$ cat src/rtl/int_ctrl_if.sv
// rtl/int_ctrl_if.sv - register bus bundle between the CPU bus glue and int_ctrl
interface int_ctrl_if;
    logic        cs;
    logic        mem_w;
    logic [2:0]  addr;
    logic [31:0] wdata;
    logic [31:0] rdata;
    logic        ready;

    modport master (output cs, mem_w, addr, wdata, input rdata, ready);
    modport slave  (input cs, mem_w, addr, wdata, output rdata, ready);
endinterface

$ cat src/rtl/int_ctrl.sv
// rtl/int_ctrl.sv - priority-vectored interrupt controller with claim/EOI handshake
module int_ctrl #(
    parameter int NSRC = 8,
    parameter int IDW  = 5
) (
    input  logic             clk,
    input  logic             reset,
    input  logic [NSRC-1:0]  irq_in,
    int_ctrl_if.slave        bus,
    output logic             INT,
    output logic [IDW-1:0]   int_id
);
    localparam logic [2:0] A_PEND = 3'd0;
    localparam logic [2:0] A_MASK = 3'd1;
    localparam logic [2:0] A_EDGE = 3'd2;
    localparam logic [2:0] A_VEC  = 3'd3;
    localparam logic [2:0] A_ISR  = 3'd4;
    localparam logic [2:0] A_EOI  = 3'd5;
    localparam logic [IDW:0] NONE = (IDW+1)'(NSRC);

    logic [NSRC-1:0] s1, s2, s3;
    logic [NSRC-1:0] pend, mask, edge_sel, isr;

    logic [NSRC-1:0] elig, p_oh, q_oh;
    logic [IDW:0]    p, q;
    logic            has_elig, win;

    // p/q are one bit wider than int_id so that q can hold NSRC ("nothing in service").
    always_comb begin
        elig     = pend & mask;
        p        = '0;
        p_oh     = '0;
        has_elig = 1'b0;
        q        = NONE;
        q_oh     = '0;
        for (int i = NSRC - 1; i >= 0; i--) begin
            if (elig[i]) begin
                p        = i[IDW:0];
                p_oh     = '0;
                p_oh[i]  = 1'b1;
                has_elig = 1'b1;
            end
            if (isr[i]) begin
                q       = i[IDW:0];
                q_oh    = '0;
                q_oh[i] = 1'b1;
            end
        end
        win = has_elig && (p < q);
    end

    logic            rd, wr, claim, eoi;
    logic [NSRC-1:0] clr, pend_nx, isr_nx;
    logic [31:0]     rd_val;

    always_comb begin
        rd    = bus.cs & ~bus.mem_w;
        wr    = bus.cs & bus.mem_w;
        claim = rd && (bus.addr == A_VEC) && win;
        eoi   = wr && (bus.addr == A_EOI);
        clr   = '0;
        if (wr && (bus.addr == A_PEND)) clr = bus.wdata[NSRC-1:0];
        if (claim) clr = clr | p_oh;
        // Edge bits: a new edge overrides a same-cycle clear. Level bits follow s2.
        pend_nx = (edge_sel & ((pend & ~clr) | (s2 & ~s3))) | (~edge_sel & s2);
        isr_nx  = isr | (claim ? p_oh : '0);
        if (eoi) isr_nx = isr_nx & ~q_oh;
        case (bus.addr)
            A_PEND:  rd_val = 32'(pend);
            A_MASK:  rd_val = 32'(mask);
            A_EDGE:  rd_val = 32'(edge_sel);
            A_VEC:   rd_val = win ? (32'h8000_0000 | 32'(p[IDW-1:0])) : 32'd0;
            A_ISR:   rd_val = 32'(isr);
            default: rd_val = 32'd0;
        endcase
    end

    always_ff @(posedge clk or negedge reset) begin
        if (!reset) begin
            s1        <= '0;
            s2        <= '0;
            s3        <= '0;
            pend      <= '0;
            mask      <= '0;
            edge_sel  <= '0;
            isr       <= '0;
            bus.rdata <= '0;
            bus.ready <= 1'b0;
            INT       <= 1'b0;
            int_id    <= '0;
        end else begin
            s1        <= irq_in;
            s2        <= s1;
            s3        <= s2;
            pend      <= pend_nx;
            isr       <= isr_nx;
            if (wr && (bus.addr == A_MASK)) mask     <= bus.wdata[NSRC-1:0];
            if (wr && (bus.addr == A_EDGE)) edge_sel <= bus.wdata[NSRC-1:0];
            bus.ready <= bus.cs;
            if (rd) bus.rdata <= rd_val;
            INT       <= win;
            int_id    <= win ? p[IDW-1:0] : '0;
        end
    end
endmodule

$ cat src/flat_wrapper.sv
// flat-port wrapper written by rule: the top's interface ports become plain ports
module int_ctrl_flat 
#(
    parameter int NSRC = 8,
    parameter int IDW  = 5
)
  (clk, reset, irq_in, INT, int_id, bus_cs, bus_mem_w, bus_addr, bus_wdata, bus_rdata, bus_ready);
  int_ctrl_if bus_i ();
  input  logic clk;
  input  logic reset;
  input  logic [NSRC-1:0] irq_in;
  output logic INT;
  output logic [IDW-1:0] int_id;
  input wire logic [$bits(bus_i.cs)-1:0] bus_cs;
  input wire logic [$bits(bus_i.mem_w)-1:0] bus_mem_w;
  input wire logic [$bits(bus_i.addr)-1:0] bus_addr;
  input wire logic [$bits(bus_i.wdata)-1:0] bus_wdata;
  output wire logic [$bits(bus_i.rdata)-1:0] bus_rdata;
  output wire logic [$bits(bus_i.ready)-1:0] bus_ready;
  assign bus_i.cs = bus_cs;
  assign bus_i.mem_w = bus_mem_w;
  assign bus_i.addr = bus_addr;
  assign bus_i.wdata = bus_wdata;
  assign bus_rdata = bus_i.rdata;
  assign bus_ready = bus_i.ready;
  int_ctrl #(.NSRC(NSRC), .IDW(IDW)) u_core (.clk(clk), .reset(reset), .irq_in(irq_in), .bus(bus_i), .INT(INT), .int_id(int_id));
endmodule
$ cat config.mk
export PLATFORM = sky130hd
export DESIGN_NAME = int_ctrl_flat
export DESIGN_NICKNAME = d
export VERILOG_FILES = /design/src/rtl/int_ctrl_if.sv /design/src/rtl/int_ctrl.sv /design/src/flat_wrapper.sv
export SDC_FILE = /design/constraint.sdc
export NUM_CORES = 1
export LEC_CHECK = 0
export CAP_MARGIN = 5
export CORE_AREA = 4 4 115 84
export CTS_CLUSTER_DIAMETER = 100
export CTS_CLUSTER_SIZE = 12
export DETAILED_ROUTE_END_ITERATION = 16
export DIE_AREA = 0 0 119 88
export GPL_ROUTABILITY_DRIVEN = 1
export PLACE_DENSITY = 0.65
export SYNTH_ARGS = -nofsm -noshare
export SYNTH_HDL_FRONTEND = slang
export SYNTH_SLANG_ARGS = --single-unit
export TNS_END_PERCENT = 20
$ cat constraint.sdc
create_clock -name clk -period 7.5 [get_ports clk]
set_clock_uncertainty 0.2 [all_clocks]
set_input_delay 1.125 -clock clk [delete_from_list [all_inputs] [get_ports clk]]
set_output_delay 1.125 -clock clk [all_outputs]
set_load 0.05 [all_outputs]
==> impl_metrics.py, run 1 <==
metrics = {
    "critical_path": {
        "crit_chain": "clkdlybuf4s50_1, or2_2, nor3_1, nand2_1, a32oi_1, a41oi_1",
        "start_kind": "primary input",
        "critPathKind": "primary input to flop",
        "crit_path_end_kind": "flop",
        "critPathSlowestCell": "nor3_1",
        "arrival_ns": 3.82,
        "path_max_fanout": 13,
        "required_ns": 7.49,
        "path_buf_inv": 1,
        "cp_top_family": "simple AND/OR/NAND/NOR gates",
        "max_stage_delay_ns": 1.02,
    },
    "placed_design": {
        "portBuffers": 36,
        "pre_cts_slack_ns": 3.34,
        "dp_hpwl_um": 5300,
        "gp_congestion": 0.902,
    },
    "clocking": {
        "cts_resized": 0,
        "cts.clk_slew.worst_paths_ns": 0.06,
        "cts-root-buf": "clkbuf_16",
        "cts_buffer_depth": 2,
        "cts_tree": "built",
        "numCtsBuffers": 9,
        "holdBufCountCts": 0,
        "numClockSinks": 70,
        "htree_levels": 3,
        "post_cts_buffers": 0,
        "clk_latency_ns": 0.34,
    },
    "global_routing": {
        "grt_usage": 0.152,
        "grt_max_degree": 71,
        "gr-total-overflow": 0,
        "antenna_found_initial": 0,
        "grt_pass1_wl_um": 12200,
        "grt_pass1_vias": 2333,
    },
    "drt": {
        "met3WireLength_um": 538,
        "wl_per_cell_um": 15.8,
        "met1_length_um": 3460,
        "drt_iter0_markers": 190,
        "post-route-drc-count": 0,
        "dr_total_vias": 2443,
        "vias_per_cell": 5.20,
        "top_layer_used": "met4",
        "ant_nets": 0,
        "first_pass_iters": 5,
        "wl_um": 7440,
        "met2_length_um": 3330,
    },
    "floorplan": {
        "die_h_um": 88,
        "num_io_pins": 86,
        "start_util": 0.388,
        "die_x_um": 119,
        "die_area_um2": 10500,
        "core_area_um2": 8440,
        "rows": 28,
    },
    "timing": {
        "finalMaxSlewViolations": 0,
        "slew_headroom": 0.139,
        "setup_viol": 0,
        "hold_viol": 0,
        "rsz0062_at_grt": "false",
        "fin_tns_setup_ns": 0,
        "worst_pin_slew_ns": 1.28,
        "fin_crit_ns": 3.84,
        "fin_ws_ns": 3.66,
        "holdWs_ns": 0.146,
        "final.period_utilization": 0.512,
        "fmax_mhz": 261,
    },
    "run_status": {
        "status": "complete, no violations",
    },
    "synthesis": {
        "synth.area.mux_share": 0.0795,
        "synthAdderAreaFrac": 0.00764,
        "yosysUniqueCellTypes": 48,
        "synth.avg_cell_area_um2": 10.7,
        "ys_ff_latch": 70,
        "synth_edf_count": 0,
        "synthSimpleGateAreaFrac": 0.139,
        "syn-instance-count": 307,
        "async_flop_share": 1.00,
        "synth_top_family_by_area": "compound AO/OA/AOI/OAI gates",
        "synth_compound_area_frac": 0.161,
        "yosys_warnings": 0,
        "synth-xor-area-share": 0,
        "ys_seq_area_frac": 0.535,
        "netlist_area_um2": 3270,
        "ys.flop_type": "dfrtp_1",
    },
    "job": {
        "drv_cap": 0,
    },
    "power": {
        "finalPower_mw": 1.28,
        "ir_drop_uv": 190,
        "leakagePower_nw": 1.70,
        "pwr_density_cell_nw_per_um2": 325,
    },
    "finish": {
        "final.fill_count": 784,
        "nNetsFinal": 394,
        "antenna_cells": 0,
        "layout-drive-gt1-share": 0.114,
        "syn2layout_area_growth_pct": 20.7,
    },
    "worst_hold_path": {
        "hp-class": "flop to flop",
    },
}
-- cell usage after synthesis (2+ instances only) --
| cell | instances | area share |
|---|---|---|
| dfrtp_1 | 70 | 0.53 |
| nand2_1 | 41 | 0.047 |
| buf_4 | 26 | 0.060 |
| nor2_1 | 20 | 0.023 |
| a21oi_1 | 19 | 0.029 |
| mux2_2 | 16 | 0.055 |
| o21ai_0 | 13 | 0.020 |
| mux2i_1 | 8 | 0.024 |
| a21boi_0 | 6 | 0.014 |
| nand3_1 | 6 | 0.0092 |
| nor2b_1 | 6 | 0.011 |
| a31oi_1 | 5 | 0.0096 |
| nor3_1 | 5 | 0.0076 |
| a2bb2oi_1 | 4 | 0.011 |
| inv_1 | 4 | 0.0046 |
| o31ai_1 | 4 | 0.0092 |
| o41ai_1 | 4 | 0.011 |
| a22o_1 | 3 | 0.0080 |
| a22oi_1 | 3 | 0.0069 |
| a32oi_1 | 3 | 0.0080 |
| buf_2 | 3 | 0.0046 |
| clkbuf_1 | 3 | 0.0034 |
| nor4_1 | 3 | 0.0057 |
| o221ai_1 | 3 | 0.0080 |
| ha_1 | 2 | 0.0076 |
| nand2b_1 | 2 | 0.0038 |
| nand4_1 | 2 | 0.0038 |
| or3_1 | 2 | 0.0038 |
| or4_1 | 2 | 0.0046 |
-- routing by layer --
layer / track usage / vias to the layer above
met3: 0.0523 / 12
met4: 0.0536 / 0
met2: 0.225 / 104
met1: 0.209 / 1187
met5: 0 / -
li1: - / 1140
-- placed cells by master, fill, tap and decap left out, drive strengths merged, types with 2 or more instances in the layout --
cell	synthesis	final
dfrtp	70	70
nand2	41	41
clkdlybuf4s50	0	35
conb	1	25
nor2	20	20
a21oi	19	19
mux2	16	16
o21ai	14	14
clkbuf	3	10
mux2i	8	8
nand3	6	6
nor2b	6	6
a21boi	6	6
nor3	5	5
a31oi	5	5
o41ai	5	5
inv	4	4
o31ai	4	4
a2bb2oi	4	4
nor4	3	3
a22oi	3	3
a32oi	3	3
a22o	3	3
o221ai	3	3
clkinv	0	3
nand4	3	3
nand2b	2	2
or3	2	2
or4	2	2
ha	2	2
clkinvlp	0	2
and2b	2	2
buf	31	2
-- stage by stage --
step	instances	utilization	cell area [um2]
2_1_floorplan	331	-	3360
3_3_place_gp	454	0.431	3640
3_5_place_dp	454	0.431	3640
4_1_cts	470	0.468	3950
5_1_grt	470	0.468	3950
6_report	470	0.468	3950
-- where the power goes --
group / switching [mW] / internal, mW
combinational: 0.229 / 0.129
clock: 0.157 / 0.267
sequential: 0.0627 / 0.439
total: 0.449 / 0.835
-- area by class of cell --
type	count	area, um2	area share
Clock buffer	10	239	0.0605
Multi-Input combinational cell	223	1360	0.345
Timing Repair Buffer	37	363	0.0918
Tap cell	120	150	0.0380
Clock inverter	6	71.3	0.0180
Inverter	4	15.0	0.00380
Sequential cell	70	1750	0.443
-- flip-flops by register name, indices dropped and copies added (netlist names) --
name,cells
u_core.isr,8
u_core.edge_sel,8
u_core.bus.ready,1
u_core.s3,8
u_core.mask,8
u_core.INT,1
u_core.pend,8
u_core.bus.rdata,9
u_core.int_id,3
u_core.s2,8
u_core.s1,8
-- path summary, 6_finish.rpt --
path,startpoint,end,slack [ns],cells past startpoint
max in group asynchronous,reset,u_core.INT,5.73,2
min in group asynchronous,reset,u_core.s1[4],0.79,2
max,bus_addr[0],u_core.pend[4],3.66,6
max reg2reg,u_core.pend[1],u_core.isr[6],4.05,10
min,u_core.s1[0],u_core.s2[0],0.15,0
min reg2reg,u_core.s1[0],u_core.s2[0],0.15,0
-- kinds of logic (layout without fill, tap and decap cells) --
logic type / after synthesis / after routing
multiplexers: 24 / 24
AND/OR/NAND/NOR: 95 / 95
AO/OA/AOI/OAI: 77 / 77
buffers and inverters: 38 / 57
adder cells (fa/ha/maj): 2 / 2
other: 1 / 25
flip-flops: 70 / 70
No activity file was read; power rests on OpenSTA's default activity.
==> inputs of run 2 (changes only) <==
==> constraint.sdc (replaced) <==
create_clock -name clk -period 3.58 [get_ports clk]
set_clock_uncertainty 0.2 [all_clocks]
set_input_delay 0.537 -clock clk [delete_from_list [all_inputs] [get_ports clk]]
set_output_delay 0.537 -clock clk [all_outputs]
set_load 0.05 [all_outputs]
==> impl_metrics.py, run 2 (synthesized netlist as in run 1, its figures left out) <==
metrics = {
    "placed_design": {
        "gp_congestion": 0.930,
        "pre_cts_slack_ns": 0.671,
        "portBuffers": 36,
        "dp_hpwl_um": 5530,
    },
    "power": {
        "pwr_density_cell_nw_per_um2": 691,
        "switching_share": 0.348,
        "combPwrFrac": 0.275,
        "p_int_mw": 1.82,
        "leakagePower_nw": 1.77,
        "power_switching_uw": 974,
        "power_frac_seq": 0.376,
        "ir_drop_uv": 358,
        "pwr-share-clk": 0.349,
    },
    "critical_path": {
        "required_ns": 3.60,
        "r2r-start": "u_core.mask[4]",
        "crit_chain": "nand2_1, nand2_1, a21oi_1, o21ai_0, buf_4, inv_1, ha_1, or3_1, a211oi_1, a21oi_1, buf_4, o41ai_1",
        "arrival_ns": 2.99,
        "r2r.worst_path.cells": 12,
        "critPathKind": "flop to flop",
        "start_kind": "flop",
        "ff2ff_setup_slack_ns": 0.62,
        "reg2reg_to": "u_core.isr[4]",
        "path_max_fanout": 8,
        "max_stage_delay_ns": 0.43,
        "critPathSlowestCell": "dfrtp_1",
        "crit_path_end_kind": "flop",
    },
    "floorplan": {
        "die_h_um": 88,
        "core_area_um2": 8440,
        "rows": 28,
        "die_area_um2": 10500,
        "num_io_pins": 86,
        "die_x_um": 119,
        "start_util": 0.388,
    },
    "global_routing": {
        "grt_usage": 0.154,
        "gr-total-overflow": 0,
        "grt_max_degree": 71,
        "antenna_found_initial": 0,
        "grt_pass1_wl_um": 12300,
        "grt_pass1_vias": 2343,
    },
    "drt": {
        "wl_per_cell_um": 15.8,
        "vias_per_cell": 5.21,
        "post-route-drc-count": 0,
        "first_pass_iters": 5,
        "wl_um": 7570,
        "dr_total_vias": 2501,
        "drt_iter0_markers": 171,
        "ant_nets": 0,
    },
    "timing": {
        "fmax_mhz": 337,
        "fin_crit_ns": 2.96,
        "finalMaxSlewViolations": 0,
        "holdWs_ns": 0.148,
        "setup_viol": 0,
        "worst_pin_slew_ns": 0.866,
        "slew_headroom": 0.422,
        "hold_viol": 0,
        "fin_tns_setup_ns": 0,
        "rsz0062_at_grt": "false",
        "final.period_utilization": 0.828,
        "fin_ws_ns": 0.615,
    },
    "clocking": {
        "cts_tree": "built",
        "cts.clk_slew.worst_paths_ns": 0.06,
        "cts-root-buf": "clkbuf_16",
        "clk_latency_ns": 0.34,
        "post_cts_buffers": 0,
        "htree_levels": 3,
        "numClockSinks": 70,
        "cts_resized": 0,
        "numCtsBuffers": 9,
        "holdBufCountCts": 0,
        "cts_buffer_depth": 2,
    },
    "finish": {
        "largest_register_ffs": 9,
        "final_cell_mix": "dfrtp_1 (70), nand2_1 (41), clkdlybuf4s50_1 (35)",
        "layout-drive-gt1-share": 0.139,
        "final_common_cell": "dfrtp_1",
        "top_register": "u_core.bus.rdata",
        "nNetsFinal": 404,
        "antenna_cells": 0,
        "syn2layout_area_growth_pct": 23.6,
    },
    "worst_hold_path": {
        "holdPathEnd": "u_core.s2[3]",
        "worstHoldStart": "u_core.s1[3]",
        "min_path_cells": 0,
        "hp-class": "flop to flop",
    },
    "run_status": {
        "status": "complete, no violations",
    },
    "job": {
        "drv_cap": 0,
    },
}
[run 2: cell type report]
type	instances	area (um2)
clock buffer	9	225
clock inverter	7	106
fill	758	4400
inverter	4	15.0
multi-input combinational	223	1360
sequential	70	1750
tap	120	150
timing repair buffer	47	438
[run 2: routing by layer]
metal  track usage  part of all wire  vias to the layer above
met2         0.223              0.44                      127
met1         0.211              0.46                     1191
li1              -                 -                     1165
met4        0.0410             0.019                        0
met5             0                 0                        -
met3        0.0658             0.085                       18
[run 2: worst max path at each step]
stage | cells past startpoint | to | slack, ns | from
after floorplan | 11 | u_core.isr[5] | 1.09 | u_core.mask[4]
after global placement | 11 | u_core.pend[4] | 0.73 | u_core.mask[4]
after detailed placement | 12 | u_core.isr[4] | 0.67 | u_core.mask[4]
after CTS | 12 | u_core.isr[4] | 0.65 | u_core.mask[4]
after global routing | 12 | u_core.isr[5] | 0.35 | u_core.mask[4]
final | 12 | u_core.isr[4] | 0.62 | u_core.mask[4]
[run 2: worst max-delay path, delay by kind of cell (launching register included)]
kind                     cells  cell delay, ns
buffers and inverters        3            0.41
adder cells (fa/ha/maj)      1            0.17
AO/OA/AOI/OAI                5            0.95
AND/OR/NAND/NOR              3            0.67
flip-flops                   1            0.43
[run 2: stage by stage]
| stage | utilization | area [um2] | std cells | power [mW] |
|---|---|---|---|---|
| CTS | 0.479 | 4050 | 480 | 2.81 |
| floorplan | - | 3360 | 331 | 1.58 |
| global route | 0.479 | 4050 | 480 | 2.95 |
| finish | 0.479 | 4050 | 480 | 2.80 |
| detailed placement | 0.440 | 3720 | 464 | 1.83 |
| global placement | 0.440 | 3720 | 464 | 1.80 |
[run 2: power groups by stage]
stage | sequential, mW | clock (mW) | combinational (mW)
floorplan | 1.13 | 0 | 0.450
global placement | 1.06 | 0 | 0.747
detailed placement | 1.06 | 0 | 0.764
CTS | 1.05 | 0.997 | 0.767
global route | 1.07 | 1.04 | 0.839
finish | 1.05 | 0.977 | 0.768
